**src/rtl/sand_pkg.sv**
```systemverilog
// Shared definitions for the sand-grid datapath.
//   MAT_W          : material code width used by every frame-RAM client
//   COLUMNS_DEF    : default grid width in cells
//   ROWS_DEF       : default grid height in cells
//   material_t     : material codes stored per cell
//   drawer_state_t : states of the brush drawer FSM
package sand_pkg;

    localparam int MAT_W       = 3;
    localparam int COLUMNS_DEF = 640;
    localparam int ROWS_DEF    = 480;

    typedef enum logic [MAT_W-1:0] {
        EMPTY = 3'd0,
        SAND  = 3'd1,
        WALL  = 3'd2,
        WATER = 3'd3
    } material_t;

    typedef enum logic {
        IDLE = 1'b0,
        DRAW = 1'b1
    } drawer_state_t;

endpackage

```
**src/rtl/mouse_brush_drawer_if.sv**
```systemverilog
// Write channel from the brush drawer toward the frame-RAM write arbiter.
//   wr_address_o : linear cell address y*COLUMNS+x
//   wr_data_o    : material written to the cell
//   wr_en_o      : write valid
//   wr_ready_i   : arbiter accepts the current write this cycle
// Signal names keep the drawer-side direction suffixes of the codebase.
interface mouse_brush_drawer_if #(
    parameter int ADDR_W = 19,
    parameter int MAT_W  = 3
) ();

    logic [ADDR_W-1:0] wr_address_o;
    logic [MAT_W-1:0]  wr_data_o;
    logic              wr_en_o;
    logic              wr_ready_i;

    modport master (
        output wr_address_o,
        output wr_data_o,
        output wr_en_o,
        input  wr_ready_i
    );

    modport slave (
        input  wr_address_o,
        input  wr_data_o,
        input  wr_en_o,
        output wr_ready_i
    );

endinterface

```
**src/rtl/mouse_brush_drawer_clip.sv**
```systemverilog
// Brush footprint clipping for the drawer.
//   cur_x, cur_y : cursor cell (bottom-right corner of the brush)
//   size         : brush size n, footprint is (n+1)x(n+1)
//   x0           : leftmost column, max(x-n,0)
//   in_range     : cursor lies inside the grid
//   start_addr   : linear address of the top-left footprint cell
// Purely combinational; the top registers the results on entry to DRAW.
module brush_clip #(
    parameter int COLUMNS = 640,
    parameter int ROWS    = 480,
    parameter int BRUSH_W = 3,
    localparam int XW     = $clog2(COLUMNS),
    localparam int YW     = $clog2(ROWS),
    localparam int AW     = $clog2(COLUMNS*ROWS)
) (
    input  logic [XW-1:0]      cur_x,
    input  logic [YW-1:0]      cur_y,
    input  logic [BRUSH_W-1:0] size,
    output logic [XW-1:0]      x0,
    output logic               in_range,
    output logic [AW-1:0]      start_addr
);

    logic [XW:0]   x_diff;
    logic [YW:0]   y_diff;
    logic [YW-1:0] y0;

    // One bit wider than the operands: the MSB is the borrow, meaning the
    // brush would extend past the grid edge and is clipped to zero.
    assign x_diff = {1'b0, cur_x} - (XW+1)'(size);
    assign y_diff = {1'b0, cur_y} - (YW+1)'(size);

    assign x0 = x_diff[XW] ? '0 : x_diff[XW-1:0];
    assign y0 = y_diff[YW] ? '0 : y_diff[YW-1:0];

    assign in_range = (32'(cur_x) < COLUMNS) && (32'(cur_y) < ROWS);

    assign start_addr = AW'(y0) * AW'(COLUMNS) + AW'(x0);

endmodule

```
**src/rtl/mouse_brush_drawer.sv**
```systemverilog
// Stamps a square brush of selectable size and material into the frame RAM
// at the mouse cursor, one clipped cell per cycle over a valid/ready channel.
//   clk_i, reset_i      : clock, asynchronous active-high reset
//   draw_en_i           : stamp request (mouse button held)
//   mouse_x/y_position_i: cursor cell, bottom-right corner of the brush
//   brush_size_i        : brush size n, footprint (n+1)x(n+1)
//   material_i          : material written into every brush cell
//   wr                  : write channel toward the RAM arbiter
//   busy_o              : stroke in progress
module mouse_brush_drawer
    import sand_pkg::*;
#(
    parameter int COLUMNS = sand_pkg::COLUMNS_DEF,
    parameter int ROWS    = sand_pkg::ROWS_DEF,
    parameter int BRUSH_W = 3,
    parameter int MAT_W   = sand_pkg::MAT_W,
    localparam int XW     = $clog2(COLUMNS),
    localparam int YW     = $clog2(ROWS),
    localparam int AW     = $clog2(COLUMNS*ROWS)
) (
    input  logic                 clk_i,
    input  logic                 reset_i,
    input  logic                 draw_en_i,
    input  logic [XW-1:0]        mouse_x_position_i,
    input  logic [YW-1:0]        mouse_y_position_i,
    input  logic [BRUSH_W-1:0]   brush_size_i,
    input  logic [MAT_W-1:0]     material_i,
    mouse_brush_drawer_if.master wr,
    output logic                 busy_o
);

    drawer_state_t state_q, state_d;

    logic [XW-1:0]      clip_x0;
    logic               clip_in_range;
    logic [AW-1:0]      clip_start;

    logic [XW-1:0]      x_cur_q, x0_q, x1_q;
    logic [YW-1:0]      y_cur_q, y1_q;
    logic [AW-1:0]      addr_q;
    logic [MAT_W-1:0]   mat_q;

    logic [XW-1:0]      hist_x_q;
    logic [YW-1:0]      hist_y_q;
    logic [BRUSH_W-1:0] hist_n_q;
    logic [MAT_W-1:0]   hist_mat_q;
    logic               hist_vld_q;

    logic repeat_hit, start, beat, last_col, last_cell;

    brush_clip #(
        .COLUMNS (COLUMNS),
        .ROWS    (ROWS),
        .BRUSH_W (BRUSH_W)
    ) u_clip (
        .cur_x      (mouse_x_position_i),
        .cur_y      (mouse_y_position_i),
        .size       (brush_size_i),
        .x0         (clip_x0),
        .in_range   (clip_in_range),
        .start_addr (clip_start)
    );

    assign repeat_hit = hist_vld_q
                     && (hist_x_q   == mouse_x_position_i)
                     && (hist_y_q   == mouse_y_position_i)
                     && (hist_n_q   == brush_size_i)
                     && (hist_mat_q == material_i);

    assign start     = (state_q == IDLE) && draw_en_i && clip_in_range && !repeat_hit;
    assign beat      = (state_q == DRAW) && wr.wr_ready_i;
    assign last_col  = (x_cur_q == x1_q);
    assign last_cell = last_col && (y_cur_q == y1_q);

    always_comb begin
        state_d = state_q;
        case (state_q)
            IDLE:    if (start) state_d = DRAW;
            DRAW:    if (beat && last_cell) state_d = IDLE;
            default: state_d = IDLE;
        endcase
    end

    always_ff @(posedge clk_i or posedge reset_i) begin
        if (reset_i) begin
            state_q    <= IDLE;
            hist_vld_q <= 1'b0;
        end else begin
            state_q <= state_d;
            if (start)
                hist_vld_q <= 1'b1;
            else if ((state_q == IDLE) && !draw_en_i)
                hist_vld_q <= 1'b0;
        end
    end

    // Datapath registers carry no reset: every output is gated by state_q and
    // the stamp history is qualified by hist_vld_q.
    always_ff @(posedge clk_i) begin
        if (start) begin
            x_cur_q    <= clip_x0;
            x0_q       <= clip_x0;
            x1_q       <= mouse_x_position_i;
            y_cur_q    <= (clip_start >= AW'(COLUMNS) * AW'(mouse_y_position_i))
                          ? mouse_y_position_i
                          : YW'(clip_start / AW'(COLUMNS));
            y1_q       <= mouse_y_position_i;
            addr_q     <= clip_start;
            mat_q      <= material_i;
            hist_x_q   <= mouse_x_position_i;
            hist_y_q   <= mouse_y_position_i;
            hist_n_q   <= brush_size_i;
            hist_mat_q <= material_i;
        end else if (beat && !last_cell) begin
            if (last_col) begin
                // Wrap to the footprint's left edge on the next row.
                x_cur_q <= x0_q;
                y_cur_q <= y_cur_q + 1'b1;
                addr_q  <= addr_q + AW'(COLUMNS) - AW'(x1_q - x0_q);
            end else begin
                x_cur_q <= x_cur_q + 1'b1;
                addr_q  <= addr_q + 1'b1;
            end
        end
    end

    assign wr.wr_en_o      = (state_q == DRAW);
    assign wr.wr_address_o = (state_q == DRAW) ? addr_q : '0;
    assign wr.wr_data_o    = (state_q == DRAW) ? mat_q  : '0;
    assign busy_o          = (state_q == DRAW);

endmodule

```
**src/flat_wrapper.sv**
```systemverilog
// flat-port wrapper written by rule: the top's interface ports become plain ports
module mouse_brush_drawer_flat import sand_pkg::*;
#(
    parameter int COLUMNS = sand_pkg::COLUMNS_DEF,
    parameter int ROWS    = sand_pkg::ROWS_DEF,
    parameter int BRUSH_W = 3,
    parameter int MAT_W   = sand_pkg::MAT_W,
    localparam int XW     = $clog2(COLUMNS),
    localparam int YW     = $clog2(ROWS),
    localparam int AW     = $clog2(COLUMNS*ROWS)
)
  (clk_i, reset_i, draw_en_i, mouse_x_position_i, mouse_y_position_i, brush_size_i, material_i, busy_o, wr_wr_address_o, wr_wr_data_o, wr_wr_en_o, wr_wr_ready_i);
  mouse_brush_drawer_if #(.ADDR_W(($clog2(COLUMNS*ROWS))), .MAT_W(MAT_W)) wr_i ();
  input  logic clk_i;
  input  logic reset_i;
  input  logic draw_en_i;
  input  logic [XW-1:0] mouse_x_position_i;
  input  logic [YW-1:0] mouse_y_position_i;
  input  logic [BRUSH_W-1:0] brush_size_i;
  input  logic [MAT_W-1:0] material_i;
  output logic busy_o;
  output wire logic [$bits(wr_i.wr_address_o)-1:0] wr_wr_address_o;
  output wire logic [$bits(wr_i.wr_data_o)-1:0] wr_wr_data_o;
  output wire logic [$bits(wr_i.wr_en_o)-1:0] wr_wr_en_o;
  input wire logic [$bits(wr_i.wr_ready_i)-1:0] wr_wr_ready_i;
  assign wr_wr_address_o = wr_i.wr_address_o;
  assign wr_wr_data_o = wr_i.wr_data_o;
  assign wr_wr_en_o = wr_i.wr_en_o;
  assign wr_i.wr_ready_i = wr_wr_ready_i;
  mouse_brush_drawer #(.COLUMNS(COLUMNS), .ROWS(ROWS), .BRUSH_W(BRUSH_W), .MAT_W(MAT_W)) u_core (.clk_i(clk_i), .reset_i(reset_i), .draw_en_i(draw_en_i), .mouse_x_position_i(mouse_x_position_i), .mouse_y_position_i(mouse_y_position_i), .brush_size_i(brush_size_i), .material_i(material_i), .wr(wr_i), .busy_o(busy_o));
endmodule
```
**config.mk**
```make
export PLATFORM = sky130hd
export DESIGN_NAME = mouse_brush_drawer_flat
export DESIGN_NICKNAME = d
export VERILOG_FILES = /design/src/rtl/sand_pkg.sv /design/src/rtl/mouse_brush_drawer_if.sv /design/src/rtl/mouse_brush_drawer_clip.sv /design/src/rtl/mouse_brush_drawer.sv /design/src/flat_wrapper.sv
export SDC_FILE = /design/constraint.sdc
export NUM_CORES = 1
export LEC_CHECK = 0
export ABC_AREA = 0
export CORE_AREA = 2 2 152 154
export DETAILED_ROUTE_END_ITERATION = 10
export DIE_AREA = 0 0 154 156
export DONT_BUFFER_PORTS = 1
export PLACE_DENSITY = 0.58
export RECOVER_POWER = 25
export SYNTH_ARGS = -nofsm -noshare
export SYNTH_HDL_FRONTEND = slang
export SYNTH_SLANG_ARGS = --single-unit
```
**constraint.sdc**
```tcl
create_clock -name clk_i -period 6.1 [get_ports clk_i]
set_input_delay 1.22 -clock clk_i [delete_from_list [all_inputs] [get_ports clk_i]]
set_output_delay 1.22 -clock clk_i [all_outputs]
set_load 0.005 [all_outputs]
```
# Word level (Yosys, flattened, before mapping)
# Cells that the tools add are included.
op_classes:
  n_eq_ne: 6
  n_reduce_logical: 20
  mul: 2
  n_bitwise: 1
  mux: 19
  div: 1
  n_addsub: 9
  magnitude_cmp: 3
ops:
  columns: ["cell", "count"]
  rows:
  - ["19-bit two-way mux", 4]
  - ["9-bit two-way mux", 5]
  - ["10-bit two-way mux", 4]
  - ["10-bit equality test", 2]
  - ["19-bit by 1-bit adder with 19-bit output, second input constant", 1]
  - ["19-bit by 10-bit adder with 19-bit output", 1]
  - ["19-bit by 10-bit adder with 19-bit output, second input constant", 1]
  - ["19-bit by 10-bit divider with 19-bit output, second input constant", 1]
  - ["19-bit >= comparator", 1]
  - ["19-bit subtractor", 1]
  - ["9-bit equality test", 2]
  - ["1-bit logical AND", 13]
  - ["3-bit by 9-bit multiplier with 12-bit output, first input constant", 1]
  - ["9-bit by 3-bit multiplier with 12-bit output, second input constant", 1]
  - ["10-bit by 10-bit subtractor with 11-bit output", 1]
  - ["10-bit by 3-bit subtractor with 11-bit output", 1]
  - ["10-bit by 1-bit adder with 10-bit output, second input constant", 1]
  - ["10-bit less-than comparator, second input constant", 1]
  - ["9-bit by 3-bit subtractor with 10-bit output", 1]
  - ["9-bit by 1-bit adder with 9-bit output, second input constant", 1]
  - ["9-bit less-than comparator, second input constant", 1]
  - ["3-bit equality test", 2]
  - ["2-bit nonzero test", 3]
  - ["1-bit two-way mux", 4]
  - ["5 further kinds", 7]
totals:
  input_bits: 29
  elab_cells: 71
  regBits: 75

# Longest topological paths before layout
# Gate-level depths: netlist (run 1).
depth:
  depth_word: 9
  depth_mapped: 32
  depth_no_buf: 30

# Cells and area by module
# A second synthesis (run 1) with hierarchy kept.
unflattened:
  cells_unflattened: 1042
  hier_area_um2: 8877.3
by_module_without_submodules:
  columns: ["mod", "cells_each", "instances", "area_per_inst_um2"]
  rows:
  - ["mouse_brush_drawer", 864, 1, 7598.5]
  - ["brush_clip", 178, 1, 1278.7]

# Least setup slack after synthesis (run 1)
# Ideal clock, no wire load.
synth_timing:
  kind: "input-to-reg"
  start: "input brush_size_i[1]"
  end: "register u_core.y_cur_q[1], data pin"
  arrival_time_ps: 7323
  path_stages: 28
  slack_ps: -1486
  setup_time_ps: 264
  path_cell_list: "inv_1 ha_1 nor2b_1 o21ai_0 and3_1 clkbuf_1 nor2_1 ha_1 ha_1 fa_1 a211o_1 a211o_1 a221oi_4 nand4_2 xnor2_2 buf_4 nor4_1 a41o_1 or4_4 buf_6 a21oi_4 a21bo_1 a31oi_1 a21boi_2 o31ai_2 o21ai_1 a2111oi_2 o2bb2ai_1"
synth_via:
  elab_chain_cells: 7
  elab_cells_between_ends: 15
synth_rtl:
  columns: ["element", "line", "text"]
  rows:
  - ["from (decl)", "flat_wrapper.sv:19", "input logic [BRUSH_W-1:0] brush_size_i;"]
  - ["9-bit by 3-bit subtractor with 10-bit output", "mouse_brush_drawer_clip.sv:31", "assign y_diff = {1'b0, cur_y} - (YW+1)'(size);"]
  - ["9-bit two-way mux", "mouse_brush_drawer_clip.sv:34", "assign y0 = y_diff[YW] ? '0 : y_diff[YW-1:0];"]
  - ["9-bit by 3-bit multiplier with 12-bit output", "mouse_brush_drawer_clip.sv:38", "assign start_addr = AW'(y0) * AW'(COLUMNS) + AW'(x0);"]
  - ["19-bit by 10-bit adder with 19-bit output", "mouse_brush_drawer_clip.sv:38", null]
  - ["19-bit by 10-bit divider with 19-bit output / 19-bit >= comparator (equally long branches)", "mouse_brush_drawer.sv:106, mouse_brush_drawer.sv:104", null]
  - ["9-bit two-way mux", "mouse_brush_drawer.sv:105", "? mouse_y_position_i"]
  - ["9-bit two-way mux *", "mouse_brush_drawer.sv:100", "if (start) begin"]
  - ["to (signal assigned)", "mouse_brush_drawer.sv:104", "y_cur_q <= (clip_start >= AW'(COLUMNS) * AW'(mouse_y_position_i))"]
  - ["to (signal assigned)", "mouse_brush_drawer.sv:118", "y_cur_q <= y_cur_q + 1'b1;"]
  - ["to (decl)", "mouse_brush_drawer.sv:39", "logic [YW-1:0] y_cur_q, y1_q;"]
# Mark *: on every way between the ends. The rest lies on a longest branch, timed or not.
# A chain may end at the register's enable or synchronous reset.

# Worst setup path after layout (run 1)
layout_timing:
  start: "input mouse_y_position_i[1]"
  end: "register u_core.y_cur_q[1], data pin"
layout_via:
  elab_chain_cells: 7
  elab_cells_between_ends: 18
layout_rtl:
  columns: ["element", "line", "text"]
  rows:
  - ["from (decl)", "flat_wrapper.sv:18", "input logic [YW-1:0] mouse_y_position_i;"]
  - ["9-bit by 3-bit subtractor with 10-bit output / 9-bit equality test (equally long branches)", "mouse_brush_drawer_clip.sv:31, mouse_brush_drawer.sv:66", null]
  - ["9-bit two-way mux / 1-bit logical AND (equally long branches)", "mouse_brush_drawer_clip.sv:34, mouse_brush_drawer.sv:66", null]
  - ["9-bit by 3-bit multiplier with 12-bit output / 1-bit logical AND (equally long branches)", "mouse_brush_drawer_clip.sv:38, mouse_brush_drawer.sv:67", null]
  - ["19-bit by 10-bit adder with 19-bit output / 1-bit logical AND (equally long branches)", "mouse_brush_drawer_clip.sv:38, mouse_brush_drawer.sv:68", null]
  - ["19-bit by 10-bit divider with 19-bit output, or another cell as far along", "mouse_brush_drawer.sv:106", ": YW'(clip_start / AW'(COLUMNS));"]
  - ["9-bit two-way mux / 1-bit logical AND (equally long branches)", "mouse_brush_drawer.sv:105, mouse_brush_drawer.sv:70", null]
  - ["9-bit two-way mux *", "mouse_brush_drawer.sv:100", null]
# Marked as above.

==> impl_results.md, run 1 <==
* Status: complete, but fails checks
* Failing checks: negative setup slack
* Vias at 8134
* Cell Area, Synth at a little under 0.009 mm²
* Setup TNS Final at -2790 ps
* Worst slew margin at between 40 and 50%
* GRT Util Overall at about a fifth
* Die Y at 156 µm
* Initial Util at 39.3%
* Max-cap violation count at 0
* Final worst slack at -644 ps
* DRC viols at 0
* Largest family of logic cells by synthesized area: compound AO/OA/AOI/OAI gates
* Hold Crit Class: reg2reg
* Ys Warns at 0
* Initial DRC count at between 400 and 500
* Post-Synth Simple-Gate Area at roughly a fifth
* Top_reg_cell synth: edfxtp_1
* Syn nets at between 1000 and 1500
* Arr. time, crit path at 6820 ps
* Mux cell area share after synthesis at 1.45%
* Clock root buffer master: clkbuf_16
* Area after DPL at 0.0102 mm²
* Final hold slack at ~530 ps
* CP required at ~6000 ps
* Sequential area share after synthesis at approximately 25%
* DRT Wirelength at ~25000 µm
* RSZ-0062 raised after global routing: true
* Initial antenna violation count at 0
* WL per Instance at between 15 and 20 µm
* Top-level port count at 53
* Vias per inst at around 5.5
* H-tree lvl count at 3
* Mean Syn Cell Area at around 8.6 µm²
* Total Die Area at roughly 0.024 mm²
* FFs w/ async S/R, synth at under 10%
* Skew final at slightly above 10 ps
* #FFs+latches synth at 75
* Crit Path Max Fanout at 6
* Share of layout cells above drive strength 1 at ~28%
* Drt first pass iters at 7
* Final Hold Fails at 0
* Worst Setup Path Type: in2reg
* Max Clock Freq at 148 MHz
* Grt ovf at 0
* Lkg Pwr at ~4.6 nW
* Post-DP HPWL at about 19000 µm
* ANT cells at 0
* Max Buffers Root-to-Sink at 2
* Num CTS Buffers at 9
* Post-route cell area at roughly 0.011 mm²
* Layout Area Growth over Synthesis at 28.8%
* Max-slew violation count at 0
* Die width at 154 µm
* Worst skew pair latency at 340 ps
* CP endpoint kind: flip-flop
* Post-synth cell types at 96
* Nets at roughly 1300
* I/O Buffers at 0
* Worst-path clk slew at around 60 ps
* Synth Area in XOR/XNOR at between 10% and 20%
* Synth Area in Adders at about 15%
* EDFF count, synth at 73
* # setup viols final at 9
* Worst VDD drop at around 0.27 mV
* Worst-margin pin slew at roughly 900 ps
* Vias in the first global route at between 7000 and 8000
* First-pass GRT wire length at ~40000 µm
* Fin crit share at 111%
* # hold bufs at CTS at 0
* Fin crit period at just under 7000 ps
* Power per cell area at ~450 mW/mm²
* CP Launch Type: input port
* Largest net degree at the start of global routing at between 80 and 90
* Gate Count Post-Synth at between 1000 and 1500
* Core area at between 0.02 and 0.025 mm²
* Post-synthesis compound-gate area fraction at ~20%
* Routability congestion estimate at roughly 0.9
* Sinks on Clock Net at 75
* Register-to-Register Setup Slack at between 800 and 900 ps
* CTS tree: built
* Rows at between 50 and 60
* DRT antenna net count at 0
==> final timing paths <==
kind	startpoint	to	cells past startpoint
max in group asynchronous	reset_i	u_core.busy_o	1
min in group asynchronous	reset_i	u_core.hist_vld_q	1
hold reg to reg	u_core.hist_vld_q	u_core.hist_vld_q	2
hold / removal	u_core.hist_vld_q	u_core.hist_vld_q	2
setup / recovery	mouse_y_position_i[1]	u_core.y_cur_q[1]	27
setup reg to reg	u_core.x1_q[0]	u_core.addr_q[15]	25
==> power breakdown <==
| part | internal [mW] | leakage, nW | total, mW | switching, mW |
|---|---|---|---|---|
| Sequential | 0.666 | 0.702 | 0.759 | 0.0928 |
| Clock | 0.332 | 0.146 | 0.559 | 0.227 |
| Combinational | 1.85 | 3.76 | 3.75 | 1.91 |
==> worst max-delay path: stages <==
cell	delay, ps
ha_4	210
nor2b_4	120
o21ai_2	180
nand2b_1	100
xor2_1	160
nor2_2	150
ha_4	230
ha_4	160
fa_2	360
a211o_1	300
a211o_1	320
a221oi_4	360
buf_4	170
buf_6	100
xor2_4	270
inv_4	70
a32oi_4	200
o22ai_4	130
or4_4	580
nor3_2	220
o211ai_1	170
a31oi_2	210
a21boi_4	90
o31ai_2	210
o21ai_1	120
a2111oi_2	300
o2bb2ai_1	90
==> metal layers <==
metal,vias up,track usage [%],wire length (µm)
met5,-,0,0
met4,0,7.34,531
met3,47,2.39,941
met2,192,34.8,12200
met1,3839,26.9,11300
li1,4056,-,-
==> cell families after synthesis <==
family / after synthesis
AND/OR/NAND/NOR: 332
flip-flops: 75
multiplexers: 11
adder cells (fa/ha/maj): 103
buffers and inverters: 111
AO/OA/AOI/OAI: 267
XOR/XNOR: 125
==> what timing repair did <==
action                                  4_1_cts  5_1_grt
resized for setup                            83       37
endpoints found under the setup margin        9        9
pin swaps                                    38       29
cloned                                        3        0
setup buffers                                23       13
==> cell type report <==
type,count,area (µm²)
Timing Repair Buffer,193,1520
Fill cell,2081,11000
Clock buffer,10,239
Multi-Input combinational cell,839,6620
Sequential cell,75,2240
Tap cell,285,357
Inverter,70,295
Clock inverter,6,71.3
==> Yosys cell counts (11+ instances only) <==
cell | number | area share (%)
a21oi_1 | 75 | 4.3
a31oi_1 | 13 | 0.92
and2_1 | 25 | 1.8
clkbuf_1 | 25 | 1.1
edfxtp_1 | 73 | 25
ha_1 | 95 | 14
inv_1 | 66 | 2.8
nand2_1 | 80 | 3.4
nand3_1 | 35 | 2.0
nand4_1 | 19 | 1.4
nor2_1 | 75 | 3.2
nor2b_1 | 13 | 0.92
nor3_1 | 29 | 1.6
nor4_1 | 11 | 0.78
o21a_1 | 14 | 1.2
o21ai_0 | 72 | 4.1
xnor2_1 | 79 | 7.9
xor2_1 | 43 | 4.3
==> stage by stage <==
step           utilization (%)  setup slack, ps  power, mW  std cells
3_5_place_dp              45.8            -1260       3.91       1426
5_1_grt                   50.7             -924       5.45       1478
2_1_floorplan                -            -1150       2.82       1024
3_3_place_gp              45.8            -1140       3.88       1426
6_report                  50.7             -644       5.07       1478
4_1_cts                   49.6             -543       4.91       1468
==> state kept, by name, indices dropped and copies added (netlist names) <==
signal and count:
u_core.hist_vld_q 1, u_core.y_cur_q 9, u_core.x1_q 10, u_core.x_cur_q 10, u_core.y1_q 9, u_core.x0_q 10
u_core.addr_q 19, u_core.busy_o 1, u_core.hist_n_q 3, u_core.mat_q 3
==> cells in the final DEF, fill, tap and decap left out, drive strengths merged, types with 14 or more instances in the layout <==
cell,count
buf,192
ha,95
nand2,81
xnor2,80
nor2,76
a21oi,76
o21ai,74
edfxtp,73
inv,69
xor2,45
nand3,35
nor3,31
and2,25
nand4,20
o21a,15
nor4,14
Note: power is estimated with default switching activity, not from simulation.
==> run 2, diff against run 1 <==
--- a/config.mk
+++ b/config.mk
@@ -12,6 +12,7 @@
 export DONT_BUFFER_PORTS = 1
 export PLACE_DENSITY = 0.58
 export RECOVER_POWER = 25
+export SETUP_SLACK_MARGIN = 0.5
 export SYNTH_ARGS = -nofsm -noshare
 export SYNTH_HDL_FRONTEND = slang
 export SYNTH_SLANG_ARGS = --single-unit
==> run 2 against run 1 <==
The run ends with max-capacitance violations, max-slew violations, negative setup slack left. Critical path depth grew 2. Power grew 0.75%. First-iteration DRC count shrank 19%. Cell count fell by 0.14%. Sequential power about the same.
==> impl_results.md, run 2 (synthesis results as in run 1) <==
* Layout Area Growth over Synthesis at 28.2%
* Share of layout cells above drive strength 1 at 27.6% (-0.21 points)
* Worst Setup Path Type: in2reg
* Max-cap violation count at 1 (+1)
* Status: complete, but fails checks
* Power per cell area at 453 mW/mm² (+1.3%)
* Max Buffers Root-to-Sink at 2 (unchanged)
* Vias per inst at 5.54 (+0.75%)
* Die Y at 156 µm (unchanged)
* Internal Power at 2.86 mW (+0.51%)
* Critical Path Max Stage Delay at 420 ps (-160 ps)
* Max reg flops at 19 (unchanged)
* Core area at 0.0224 mm² (unchanged)
* Worst skew pair latency at 340 ps (about the same)
* Nets at 1317 (-0.15%)
* Max-slew violation count at 25 (+25)
* Worst-path clk slew at 60 ps (about the same)
* Post-DP HPWL at 18900 µm (+0.22%)
* Skew final at 8.69 ps (-1.56 ps)
* Sinks on Clock Net at 75 (unchanged)
* ANT cells at 0 (unchanged)
* Initial DRC count at 385 (-19%)
* Largest net degree at the start of global routing at 51 (-43%)
* Clock power share at 10.5% (-0.5 points)
* Worst VDD drop at 0.243 mV (-9.7%)
* CP Launch Type: input port
* Slowest-stage cell, CP: nor4_4
* WL per Instance at 17.0 µm (+0.95%)
* Drt first pass iters at 5 (-2)
* Comb power frac at 74.6% (+0.6 points)
* Worst-margin pin slew at 1800 ps (+905 ps)
* DRC viols at 0 (unchanged)
* Rows at 55 (unchanged)
* CP endpoint kind: flip-flop
* Fin crit period at 6790 ps (+45.3 ps)
* Initial Util at 39.3% (unchanged)
* Hold Crit Class: reg2reg
* Placement Setup Slack at -1210 ps (+45.7 ps)
* Grt ovf at 0 (unchanged)
* DRT antenna net count at 0 (unchanged)
* Routability congestion estimate at 0.887 (+0.66%)
* Fin crit share at 111% (+0.74 points)
* Initial antenna violation count at 0 (unchanged)
* Die width at 154 µm (unchanged)
* Share of power burned in registers at 14.9% (about the same)
* Most common cell after layout, fill and taps aside: buf_4
* Num CTS Buffers at 9 (unchanged)
* Sw Share at 44.0% (+0.13 points)
* Worst slew margin at -20.2% (-60 points)
* Final Hold Fails at 0 (unchanged)
* Lkg Pwr at 4.61 nW (about the same)
* Setup TNS Final at -4080 ps (-1290 ps)
* CTS tree: built
* Top-level port count at 53 (unchanged)
* Vias in the first global route at 7999 (+2.0%)
* Max Clock Freq at 147 MHz (-0.67%)
* # hold bufs at CTS at 0 (unchanged)
* First-pass GRT wire length at 40300 µm (+0.76%)
* DRT Wirelength at 25200 µm (+0.82%)
* Arr. time, crit path at 6870 ps (+50 ps)
* GRT Util Overall at 20.6% (+0.19 points)
* H-tree lvl count at 3 (unchanged)
* Final worst slack at -689 ps (-45.3 ps)
* Total Die Area at 0.0240 mm² (unchanged)
* Biggest register: u_core.addr_q
* RSZ-0062 raised after global routing: true
* # setup viols final at 9 (unchanged)
* Most frequent cells in the layout: buf_4, ha_1, xnor2_1
* Final core occ at 50.4% (-0.27 points)
* Clock root buffer master: clkbuf_16
* Switch Pwr at 2.25 mW (+1.1%)
* I/O Buffers at 0 (unchanged)
* CP required at 6180 ps (about the same)
* Crit Path Max Fanout at 6 (unchanged)
* Failing checks: max-capacitance violations, max-slew violations, negative setup slack
* Vias at 8184 (+0.61%)
run 2: cell types whose count changed in the layout (fill, tap and decap cells not counted), sizes merged:
cell	previous run	this run
clkbuf	11	12
clkinv	3	6
clkinvlp	3	0
buf	192	190
or4	2	1
run 2: power by group through the flow:
stage | clock [mW] | combinational, mW | sequential (mW)
3_5_place_dp | 0 | 3.13 | 0.770
5_1_grt | 0.564 | 4.13 | 0.771
3_3_place_gp | 0 | 3.11 | 0.768
4_1_cts | 0.544 | 3.59 | 0.760
2_1_floorplan | 0 | 2.09 | 0.736
6_report | 0.537 | 3.81 | 0.760
run 2: final cells by class:
type / instances / area [µm²]
flip-flops and latches: 75 / 2240
clock buffers: 10 / 229
fillers: 2097 / 11100
clock inverters: 6 / 66.3
inverters: 70 / 283
multi-input cells: 838 / 6590
repair buffers: 192 / 1510
well taps: 285 / 357
run 2: through the flow:
step           hold slack [ps]  cell area, µm²  power, mW  std cells
4_1_cts                    534           11100       4.89       1467
5_1_grt                    556           11300       5.47       1476
2_1_floorplan              469            8910       2.82       1024
6_report                   531           11300       5.11       1476
3_5_place_dp               521           10200       3.90       1424
3_3_place_gp               494           10200       3.88       1424
run 2: critical path, delay by kind of cell:
family                     cells  cell delay, ps
adders and majority gates      4             950
buffers and inverters          6             950
and+or+nand+nor                8            1090
AOI/OAI and AO/OA              8            2080
xor gates and xnor gates       3             570
run 2: path summary, 6_finish.rpt:
| path | end | start | depth (start not counted) | slack [ps] |
|---|---|---|---|---|
| max | u_core.y_cur_q[0] | mouse_y_position_i[1] | 29 | -690 |
| min | u_core.hist_vld_q | u_core.hist_vld_q | 2 | 530 |
| max reg2reg | u_core.addr_q[15] | u_core.x1_q[1] | 22 | 890 |
| min reg2reg | u_core.hist_vld_q | u_core.hist_vld_q | 2 | 530 |
| max in group asynchronous | u_core.hist_vld_q | reset_i | 1 | 5340 |
| min in group asynchronous | u_core.busy_o | reset_i | 1 | 630 |
run 2: timing repair:
| item | CTS | global route |
|---|---|---|
| buffers inserted | 26 | 9 |
| gates cloned | 1 | 0 |
| setup endpoints to repair | 9 | 9 |
| resized for setup | 80 | 33 |
| pin swaps | 36 | 24 |
| hold endpoints to repair | 0 | 0 |
run 2: routing by layer:
metal  global-route usage, %  routed length [µm]  up-vias
li1                        -                   -     4050
met1                    26.5               10900     3909
met4                    6.10                 494        0
met3                    2.17                1180       36
met2                    36.7               12500      189
met5                       0                   0        -
